<file path="config.mk">
export PLATFORM = sky130hd
export DESIGN_NAME = mem_arbiter
export DESIGN_NICKNAME = d
export VERILOG_FILES = /design/src/rtl/mem_arb_pkg.sv /design/src/rtl/mem_arbiter_rr_pick2.sv /design/src/rtl/mem_arbiter.sv
export SDC_FILE = /design/constraint.sdc
export NUM_CORES = 1
export LEC_CHECK = 0
export BUFFER_PORTS_ARGS = -buffer_cell sky130_fd_sc_hd__buf_2
export CORE_AREA = 2 2 89 91
export CTS_CLUSTER_DIAMETER = 40
export DETAILED_ROUTE_END_ITERATION = 8
export DIE_AREA = 0 0 91 93
export MAX_ROUTING_LAYER = met4
export PLACE_DENSITY = 0.68
export SLEW_MARGIN = 5
export SYNTH_ARGS = -nofsm -noshare
export SYNTH_HDL_FRONTEND = slang
export SYNTH_SLANG_ARGS = --single-unit
</file>
<file path="constraint.sdc">
create_clock -name clk -period 2.89 [get_ports clk]
set_input_delay 0.289 -clock clk [delete_from_list [all_inputs] [get_ports clk]]
set_output_delay 0.289 -clock clk [all_outputs]
set_load 0.03 [all_outputs]
</file>
<file path="src/rtl/mem_arb_pkg.sv">
// Shared types for the BRAM burst-port arbiter: FSM states and port indices.
package mem_arb_pkg;

  typedef enum logic [1:0] {
    IDLE    = 2'd0,
    BUSY0   = 2'd1,
    BUSY1   = 2'd2,
    RELEASE = 2'd3
  } arb_state_e;

  localparam logic PORT_ICACHE = 1'b0;
  localparam logic PORT_DCACHE = 1'b1;

endpackage

</file>
<file path="src/rtl/mem_arbiter_rr_pick2.sv">
// Two-way round-robin selector: a lone requester wins, a contested request
// goes to the port that was not granted last.
module rr_pick2
  import mem_arb_pkg::*;
(
  input  logic [1:0] req,
  input  logic       last_gnt,
  output logic [1:0] pick
);

  // One-hot winner selection
  always_comb begin
    pick = 2'b00;
    case (req)
      2'b01:   pick = 2'b01;
      2'b10:   pick = 2'b10;
      2'b11:   pick = (last_gnt == PORT_DCACHE) ? 2'b01 : 2'b10;
      default: pick = 2'b00;
    endcase
  end

endmodule

</file>
<file path="src/rtl/mem_arbiter.sv">
// Shares one BRAM burst port between icache (port 0) and dcache (port 1),
// locking the grant per burst with a beat watchdog against a stuck BRAM.
module mem_arbiter
  import mem_arb_pkg::*;
#(
  parameter int unsigned DATA_WIDTH = 32,
  parameter int unsigned ADDR_WIDTH = 16,
  parameter int unsigned BURST_LEN  = 32,
  parameter int unsigned WDOG_SLACK = 8
) (
  input  logic                  clk,
  input  logic                  rst_n,
  input  logic [1:0]            req_op,
  input  logic [ADDR_WIDTH-1:0] addr0,
  input  logic [ADDR_WIDTH-1:0] addr1,
  input  logic [1:0]            rw,
  input  logic [DATA_WIDTH-1:0] write0,
  input  logic [DATA_WIDTH-1:0] write1,
  output logic [DATA_WIDTH-1:0] read,
  output logic [1:0]            read_valid,
  output logic [1:0]            write_req,
  output logic [1:0]            last,
  output logic [1:0]            grant,
  output logic                  wdog_err,
  output logic [ADDR_WIDTH-1:0] mem_addr,
  output logic                  mem_req_op,
  output logic                  mem_rw,
  input  logic [DATA_WIDTH-1:0] mem_read,
  input  logic                  mem_read_valid,
  output logic [DATA_WIDTH-1:0] mem_write,
  input  logic                  mem_write_req_input,
  input  logic                  mem_last
);

  localparam int unsigned WDOG_LIMIT = BURST_LEN + WDOG_SLACK;
  localparam int unsigned CNT_W      = $clog2(WDOG_LIMIT + 1);

  arb_state_e            state_r, state_s;
  logic [1:0]            grant_s;
  logic                  req_op_s;
  logic [ADDR_WIDTH-1:0] addr_s;
  logic                  rw_s;
  logic                  last_gnt_r, last_gnt_s;
  logic [CNT_W-1:0]      cnt_r, cnt_s;
  logic                  wdog_s;
  logic                  busy_s;
  logic                  wdog_hit_s;
  logic [1:0]            pick_s;

  rr_pick2 u_pick (
    .req      (req_op),
    .last_gnt (last_gnt_r),
    .pick     (pick_s)
  );

  assign busy_s     = (state_r == BUSY0) || (state_r == BUSY1);
  assign wdog_hit_s = busy_s && (cnt_r == CNT_W'(WDOG_LIMIT));
  assign read       = mem_read;

  // Next-state and registered-output computation
  always_comb begin
    state_s    = state_r;
    grant_s    = grant;
    req_op_s   = mem_req_op;
    addr_s     = mem_addr;
    rw_s       = mem_rw;
    last_gnt_s = last_gnt_r;
    cnt_s      = cnt_r;
    wdog_s     = wdog_err;
    case (state_r)
      IDLE: begin
        if (pick_s != 2'b00) begin
          grant_s  = pick_s;
          req_op_s = 1'b1;
          cnt_s    = '0;
          if (pick_s[PORT_DCACHE]) begin
            addr_s  = addr1;
            rw_s    = rw[1];
            state_s = BUSY1;
          end else begin
            addr_s  = addr0;
            rw_s    = rw[0];
            state_s = BUSY0;
          end
        end else begin
          state_s = IDLE;
        end
      end
      BUSY0, BUSY1: begin
        // A real mem_last wins over a simultaneous expiry: no error then
        if (mem_last || wdog_hit_s) begin
          state_s    = RELEASE;
          grant_s    = 2'b00;
          req_op_s   = 1'b0;
          last_gnt_s = (state_r == BUSY1) ? PORT_DCACHE : PORT_ICACHE;
          if (!mem_last) begin
            wdog_s = 1'b1;
          end else begin
            wdog_s = wdog_err;
          end
        end else begin
          cnt_s = cnt_r + CNT_W'(1);
        end
      end
      RELEASE: begin
        state_s = IDLE;
      end
      default: begin
        state_s  = IDLE;
        grant_s  = 2'b00;
        req_op_s = 1'b0;
      end
    endcase
  end

  // Arbiter state and registered BRAM request
  always_ff @(posedge clk or negedge rst_n) begin
    if (!rst_n) begin
      state_r    <= IDLE;
      grant      <= 2'b00;
      mem_req_op <= 1'b0;
      mem_addr   <= '0;
      mem_rw     <= 1'b0;
      last_gnt_r <= PORT_ICACHE;
      cnt_r      <= '0;
      wdog_err   <= 1'b0;
    end else begin
      state_r    <= state_s;
      grant      <= grant_s;
      mem_req_op <= req_op_s;
      mem_addr   <= addr_s;
      mem_rw     <= rw_s;
      last_gnt_r <= last_gnt_s;
      cnt_r      <= cnt_s;
      wdog_err   <= wdog_s;
    end
  end

  // Zero-latency routing of BRAM handshakes to the current owner only
  always_comb begin
    read_valid = 2'b00;
    write_req  = 2'b00;
    last       = 2'b00;
    mem_write  = '0;
    case (state_r)
      BUSY0: begin
        read_valid = {1'b0, mem_read_valid};
        write_req  = {1'b0, mem_write_req_input};
        last       = {1'b0, mem_last | wdog_hit_s};
        mem_write  = write0;
      end
      BUSY1: begin
        read_valid = {mem_read_valid, 1'b0};
        write_req  = {mem_write_req_input, 1'b0};
        last       = {mem_last | wdog_hit_s, 1'b0};
        mem_write  = write1;
      end
      default: begin
        read_valid = 2'b00;
        write_req  = 2'b00;
        last       = 2'b00;
        mem_write  = '0;
      end
    endcase
  end

endmodule

</file>
==> results of run 1 <==
-- sequential cells by signal (all words and copies together) (netlist names) --
register / flops
mem_addr: 16
state_r: 2
cnt_r: 6
wdog_err: 1
mem_req_op: 1
grant: 2
mem_rw: 1
last_gnt_r: 1
-- what timing repair did --
| item | 4_1_cts | 5_1_grt |
|---|---|---|
| setup endpoints to repair | 0 | 1 |
| gates resized for setup | 0 | 1 |
| buffers inserted | 0 | 0 |
-- routing by layer --
metal,global-route usage (%),vias to the layer above,routed length [um]
met5,-,-,0
met4,6.94,0,260
met3,6.29,20,785
met2,28.8,120,3590
met1,18.7,978,2790
li1,-,1073,-
-- cells in the mapped netlist (all sizes together) --
cell type	number	area, um^2
nand2b	2	12.5
buf	36	273
dfrtp	30	751
or3	1	7.51
a22o	34	298
nor2	6	22.5
a31oi	2	12.5
and3	3	18.8
a21oi	1	5.00
mux2i	18	180
and2	4	25.0
nand4	1	6.26
a31o	1	8.76
nand3b	1	7.51
nor4b	1	8.76
nor2b	1	6.26
nand2	28	105
o21ai	22	110
o31ai	1	7.51
a221o	1	10.0
and2b	1	7.51
clkbuf	12	45.0
o221ai	1	8.76
ha	6	75.1
nor3	1	5.00
nand3	3	15.0
a211o	2	20.0
inv	7	26.3
a21boi	3	22.5
or4	1	7.51
o21bai	1	7.51
and4b	2	25.0
o211ai	1	7.51
a21o	1	7.51
-- metrics by stage --
step	util [%]	setup slack, ns
6_report	39.6	0.178
5_1_grt	39.6	0.00423
4_1_cts	39.4	0.128
3_5_place_dp	37.9	0.432
3_3_place_gp	37.9	0.519
2_1_floorplan	-	0.702
-- layout make-up --
class / count / share of cell area (%)
diodes: 3 / 0.252
flip-flops and latches: 30 / 25.2
inverters: 7 / 0.882
clock inverters: 1 / 1.01
repair buffers: 167 / 29.7
clock buffers: 6 / 2.77
multi-input cells: 151 / 35.9
well taps: 102 / 4.29
-- logic make-up (layout without fill, tap and decap cells) --
family	count (synthesis)	after routing	synth area share (%)
AOI/OAI and AO/OA	71	71	24.4
and+or+nand+nor	56	56	13.0
buffers and inverters	55	181	16.0
DFF	30	30	34.8
muxes	18	18	8.36
adders and majority gates	6	6	3.48
other	0	3	0
-- worst max-delay path by stage --
stage | start | end | slack (ns) | cells after the start
2_1_floorplan | state_r[0] | last[1] | 0.70 | 5
3_3_place_gp | state_r[0] | last[0] | 0.52 | 6
3_5_place_dp | state_r[0] | mem_write[13] | 0.43 | 6
4_1_cts | state_r[0] | mem_write[13] | 0.13 | 6
5_1_grt | state_r[0] | mem_write[13] | 0.004 | 6
6_report | state_r[0] | mem_write[13] | 0.18 | 6
-- power by group --
group          internal (mW)  switching, mW  leakage (nW)  total, mW
Sequential             0.595          0.106         0.378      0.701
Clock                  0.276          0.163        0.0573      0.439
Combinational          0.772           1.53          1.23       2.31
Total                   1.64           1.80          1.67       3.45
-- worst max-delay path, stage by stage, from the launching register on --
cell and delay [ns]:
dfrtp_1 0.40, inv_1 0.09, ha_1 0.56, and2_1 0.50, buf_12 0.22, a22o_1 0.18
buf_2 0.20
==> impl_results.md, run 1 <==
- Run status: finished, final reports clean
- Pleak: 1.67 nW
- Synth Cell Area: roughly 2200 um^2
- Hold Crit Class: in -> async
- Number of I/O port buffers: roughly 160
- DRT Pass-1 Iters: 4
- Critical path type: reg -> out
- Commonest non-fill, non-tap cell in the layout: buf_2
- Worst EP required: 2.60 ns
- Final instance area: 2980 um^2
- Clock slew at reported path FFs: 0.07 ns
- GRT Total Usage: 17.2%
- Drt total wl: 7.42 mm
- Worst Tran Pin Value: 0.681 ns
- Placeable Area: 7530 um^2
- Synth Register Bits: 30
- Gr ovfl total: 0
- Yosys cell types: 38
- Final hold vios: 0
- Worst hold margin: 0.0454 ns
- Initial Util: 28.6%
- Max-slew violation count: 0
- Syn_area_per_cell: 9.13 um^2
- Ports: 228
- Pwr dens: roughly 1200 nW/um^2
- CTS tree: yes
- Final Skew: ~0.0090 ns
- VDD IR-drop max: approximately 0.38 mV
- Vias in the first global route: 2108
- RSZ-0062 raised after global routing: no
- Die width: between 90 and 100 um
- Max Cap Viol: 0
- Max Clock Freq: approximately 370 MHz
- DIE HEIGHT: 93 um
- Worst-Skew Late Latency: 0.28 ns
- P&R area growth vs syn: 38.1%
- DR DRC count: 0
- Crit path arrival time: 2.42 ns
- Critical path peak fanout: 22
- Non-filler cells in the finished layout: 467
- Clock Tree Buf Depth: 2
- Vias per cell: 4.69
- First DRT Iteration DRCs: 149
- H-tree depth: 2
- Final net count: 505
- Synth Net Count: 379
- Routed via count: 2191
- Routed Antenna Nets: 0
- Fillcell total: ~800
- Yosys warnings: 0
- Initial antenna violation count: 3
- Global-route wire length before repair: 11.0 mm
- Largest net degree at the start of global routing: 35
- Num Clock Sinks: 30
- Seq/Total Area, Yosys: 34.8%
- Setup violations, final: 0
- Die footprint: 8460 um^2
- Setup crit start kind: register
- Mapped Cells: between 200 and 250
- Most frequent cells in the layout: buf_2 (163), a22o_1 (34), dfrtp_1 (30), nand2_1 (28), o21ai_0 (21)
- TritonCTS Buffers: 5
- Setup TNS: 0 ns
- Post-DP Area: 2860 um^2
- GP Congestion: 0.844
- Register Area: 751 um^2
- Multi-input combinational cell area: 1070 um^2
- R2r startpoint: state_r[0]
- R2r worst-path depth: 6
- Layout cells sized above 1: 50.6%
- Post-layout min period: 2.71 ns
- Post-Place Cells: about 460
- Row Count: 32
- R2R setup slack: 0.46 ns
- Max-slew headroom: 54.6%
- Post-detailed-route wirelength per cell: 15.9 um
- Crit. End Element: output pin
- Fin crit share: 93.8%
- Root buf cell: clkbuf_8
- Tot Pwr: ~3.4 mW
- FF-to-FF End: cnt_r[4]
- Hpwl dp: roughly 6 mm
- Hold-fix buffers, CTS: 0
Power figures use the tool's default switching activity.
==> run 2, diff against run 1 <==
- ABC_AREA: default -> 1
- CORE_AREA: 2 2 89 91 -> 2 2 88 90
- DIE_AREA: 0 0 91 93 -> 0 0 90 92
- PLACE_DENSITY: 0.68 -> 0.72
==> impl_results.md, run 2 <==
- Run status: finished, final reports clean (unchanged)
- Fillcell total: 805 (was 802)
- P&R area growth vs syn: 33.3% (was 38.1%)
- Max reg flops: 16 (unchanged)
- Post-synth top cells: nand2_1 (123), nor2_1 (46), a21oi_1 (34) (was a22o_1 (34), buf_4 (32), dfrtp_1 (30))
- Num Clock Sinks: 30 (unchanged)
- Synth Cell Area: 2290 um^2 (was 2160 um^2)
- Hold-fix buffers, CTS: 0 (unchanged)
- Setup violations, final: 0 (unchanged)
- Number of I/O port buffers: 163 (unchanged)
- Critical path peak fanout: 32 (was 22)
- Setup crit start kind: register (unchanged)
- Crit path top cell by count: inv_1
- Synth Net Count: 490 (was 379)
- Layout cells sized above 1: 38.3% (was 50.6%)
- Final Skew: 0.00291 ns (was 0.00902 ns)
- Slowest CP cell: ha_1 (unchanged)
- Initial antenna violation count: 1 (was 3)
- Row Count: 32 (unchanged)
- Placeable Area: 7450 um^2 (was 7530 um^2)
- Gr ovfl total: 0 (unchanged)
- Hold Crit Class: in -> async (unchanged)
- R2r startpoint: state_r[0] (unchanged)
- Mapped Cells: 347 (was 236)
- Final hold vios: 0 (unchanged)
- Biggest register: mem_addr (unchanged)
- Routed via count: 2621 (was 2191)
- DRT Pass-1 Iters: 4 (unchanged)
- Ys async rst share: 100% (unchanged)
- Top cells by area, synth: dfrtp_1 (33%), nand2_1 (20%), buf_4 (11%) (was dfrtp_1 (35%), a22o_1 (14%), buf_4 (11%))
- Final net count: 615 (was 505)
- Crit path arrival time: 2.07 ns (was 2.42 ns)
- Root buf cell: clkbuf_8 (unchanged)
- Setup TNS: 0 ns (unchanged)
- Fin crit share: 81.5% (was 93.8%)
- Worst Tran Pin Value: 0.680 ns (was 0.681 ns)
- R2r worst-path depth: 9 (was 6)
- Critical path type: reg -> out (unchanged)
- Initial Util: 30.7% (was 28.6%)
- Post-detailed-route wirelength per cell: 12.6 um (was 15.9 um)
- Largest net degree at the start of global routing: 36 (was 35)
- Critical path's top delay family: buffers and inverters (was adder cells)
- Max Cap Viol: 0 (unchanged)
- Routed Antenna Nets: 0 (unchanged)
- Worst EP required: 2.60 ns (about the same)
- Clock slew at reported path FFs: 0.06 ns (was 0.07 ns)
- Commonest non-fill, non-tap cell in the layout: buf_2 (unchanged)
- Vias in the first global route: 2538 (was 2108)
- Slowest stage delay, CP: 0.44 ns (was 0.56 ns)
- First DRT Iteration DRCs: 122 (was 149)
- FF-to-FF End: grant[1] (was cnt_r[4])
- Cell taking the most area after synthesis: dfrtp_1 (unchanged)
- Top_reg_cell synth: dfrtp_1 (unchanged)
- Resize count post-CTS: 0 (unchanged)
- VDD IR-drop max: 0.324 mV (was 0.378 mV)
- R2R setup slack: 1.12 ns (was 0.46 ns)
- Drt total wl: 7.25 mm (was 7.42 mm)
- Register Area: 751 um^2 (unchanged)
- Max-slew violation count: 0 (unchanged)
- Postcts setup bufs: 0 (unchanged)
- Pwr dens: 1090 nW/um^2 (was 1160 nW/um^2)
- DIE HEIGHT: 92 um (was 93 um)
- CTS tree: yes (unchanged)
- Syn_area_per_cell: 6.59 um^2 (was 9.13 um^2)
- RSZ-0062 raised after global routing: no (unchanged)
- GP Congestion: 0.827 (was 0.844)
- Yosys cell types: 20 (was 38)
- Max-slew headroom: 54.7% (was 54.6%)
- Hpwl dp: 5.65 mm (was 6.17 mm)
- Multi-input combinational cell area: 1160 um^2 (was 1070 um^2)
- Crit-path cells: inv_1 -> ha_1 -> inv_1 -> buf_4 -> a21oi_1 -> buf_2 (was inv_1 -> ha_1 -> and2_1 -> buf_12 -> a22o_1 -> buf_2)
- Most frequent cells in the layout: buf_2 (163), nand2_1 (123), nor2_1 (46), a21oi_1 (34), dfrtp_1 (30) (was buf_2 (163), a22o_1 (34), dfrtp_1 (30), nand2_1 (28), o21ai_0 (21))
- Number of flops mapped to enable cells by yosys: 0 (unchanged)
- Seq/Total Area, Yosys: 32.8% (was 34.8%)
- Post-Place Cells: 567 (was 457)
- Post-layout min period: 2.35 ns (was 2.71 ns)
- CP bufs+invs: 4 (was 3)
- TritonCTS Buffers: 5 (unchanged)
- H-tree depth: 2 (unchanged)
- Vias per cell: 4.55 (was 4.69)
- GRT Total Usage: 18.1% (was 17.2%)
- Ports: 228 (unchanged)
- Die footprint: 8280 um^2 (was 8460 um^2)
- Worst-Skew Late Latency: 0.29 ns (was 0.28 ns)
- Pleak: 1.70 nW (was 1.67 nW)
- Yosys warnings: 0 (unchanged)
- Crit. End Element: output pin (unchanged)
- Synth top area share: 32.8% (was 34.8%)
- Die width: 90 um (was 91 um)
- Clock Tree Buf Depth: 2 (unchanged)
- Biggest regs: mem_addr (16), cnt_r (6) (unchanged)
- Synth Register Bits: 30 (unchanged)
- Global-route wire length before repair: 12.0 mm (was 11.0 mm)
- Non-filler cells in the finished layout: 576 (was 467)
- DR DRC count: 0 (unchanged)
- Max Clock Freq: 425 MHz (was 369 MHz)
- Most instantiated library cell after synthesis: nand2_1 (was a22o_1)
==> run 2: routing by layer <==
metal	wire length (um)	GRT usage, %
met5	0	-
met2	3530	29.2
met3	543	6.57
met4	85	4.36
met1	3090	21.7
==> run 2: metrics by stage <==
| stage | hold WS, ns | worst slack [ns] | util (%) | power, mW | cell area (um^2) |
|---|---|---|---|---|---|
| after floorplan | -0.00659 | 0.848 | - | 2.42 | 2290 |
| after global placement | 0.362 | 0.945 | 39.7 | 2.93 | 2950 |
| after detailed placement | 0.375 | 0.832 | 39.7 | 3.00 | 2950 |
| after CTS | 0.0635 | 0.507 | 40.9 | 3.36 | 3040 |
| after global routing | 0.0821 | 0.363 | 40.9 | 3.61 | 3050 |
| final | 0.0391 | 0.535 | 40.9 | 3.32 | 3050 |
==> run 2: layout make-up <==
| type | count | share of cell area [%] |
|---|---|---|
| multi-input combinational | 251 | 38.2 |
| timing repair buffer | 167 | 27.8 |
| sequential | 30 | 24.6 |
| tap | 102 | 4.19 |
| clock buffer | 7 | 2.83 |
| inverter | 17 | 2.09 |
| clock inverter | 1 | 0.164 |
| antenna | 1 | 0.0821 |
==> run 2: worst max-delay path by stage <==
stage | startpoint | slack (ns) | end | cells past startpoint
2_1_floorplan | state_r[0] | 0.85 | mem_write[0] | 6
6_report | state_r[0] | 0.54 | mem_write[5] | 6
3_3_place_gp | state_r[0] | 0.95 | mem_write[5] | 6
5_1_grt | state_r[1] | 0.36 | mem_write[5] | 6
3_5_place_dp | state_r[0] | 0.83 | mem_write[5] | 6
4_1_cts | state_r[0] | 0.51 | mem_write[5] | 6
==> run 2: kinds of logic (layout without fill, tap and decap cells) <==
group                    after synthesis  count (layout)  share of synthesized area [%]
AND/OR/NAND/NOR                      182             182                           31.4
buffers and inverters                 66             192                           16.4
AO/OA/AOI/OAI                         62              62                           15.8
flip-flops                            30              30                           32.8
adder cells (fa/ha/maj)                6               6                           3.28
XOR/XNOR                               1               1                          0.383
other                                  0               1                              0
==> run 2: power by group <==
group	internal, mW	total, mW	switching (mW)
Clock	0.192	0.351	0.160
Sequential	0.598	0.707	0.109
Combinational	0.634	2.26	1.63
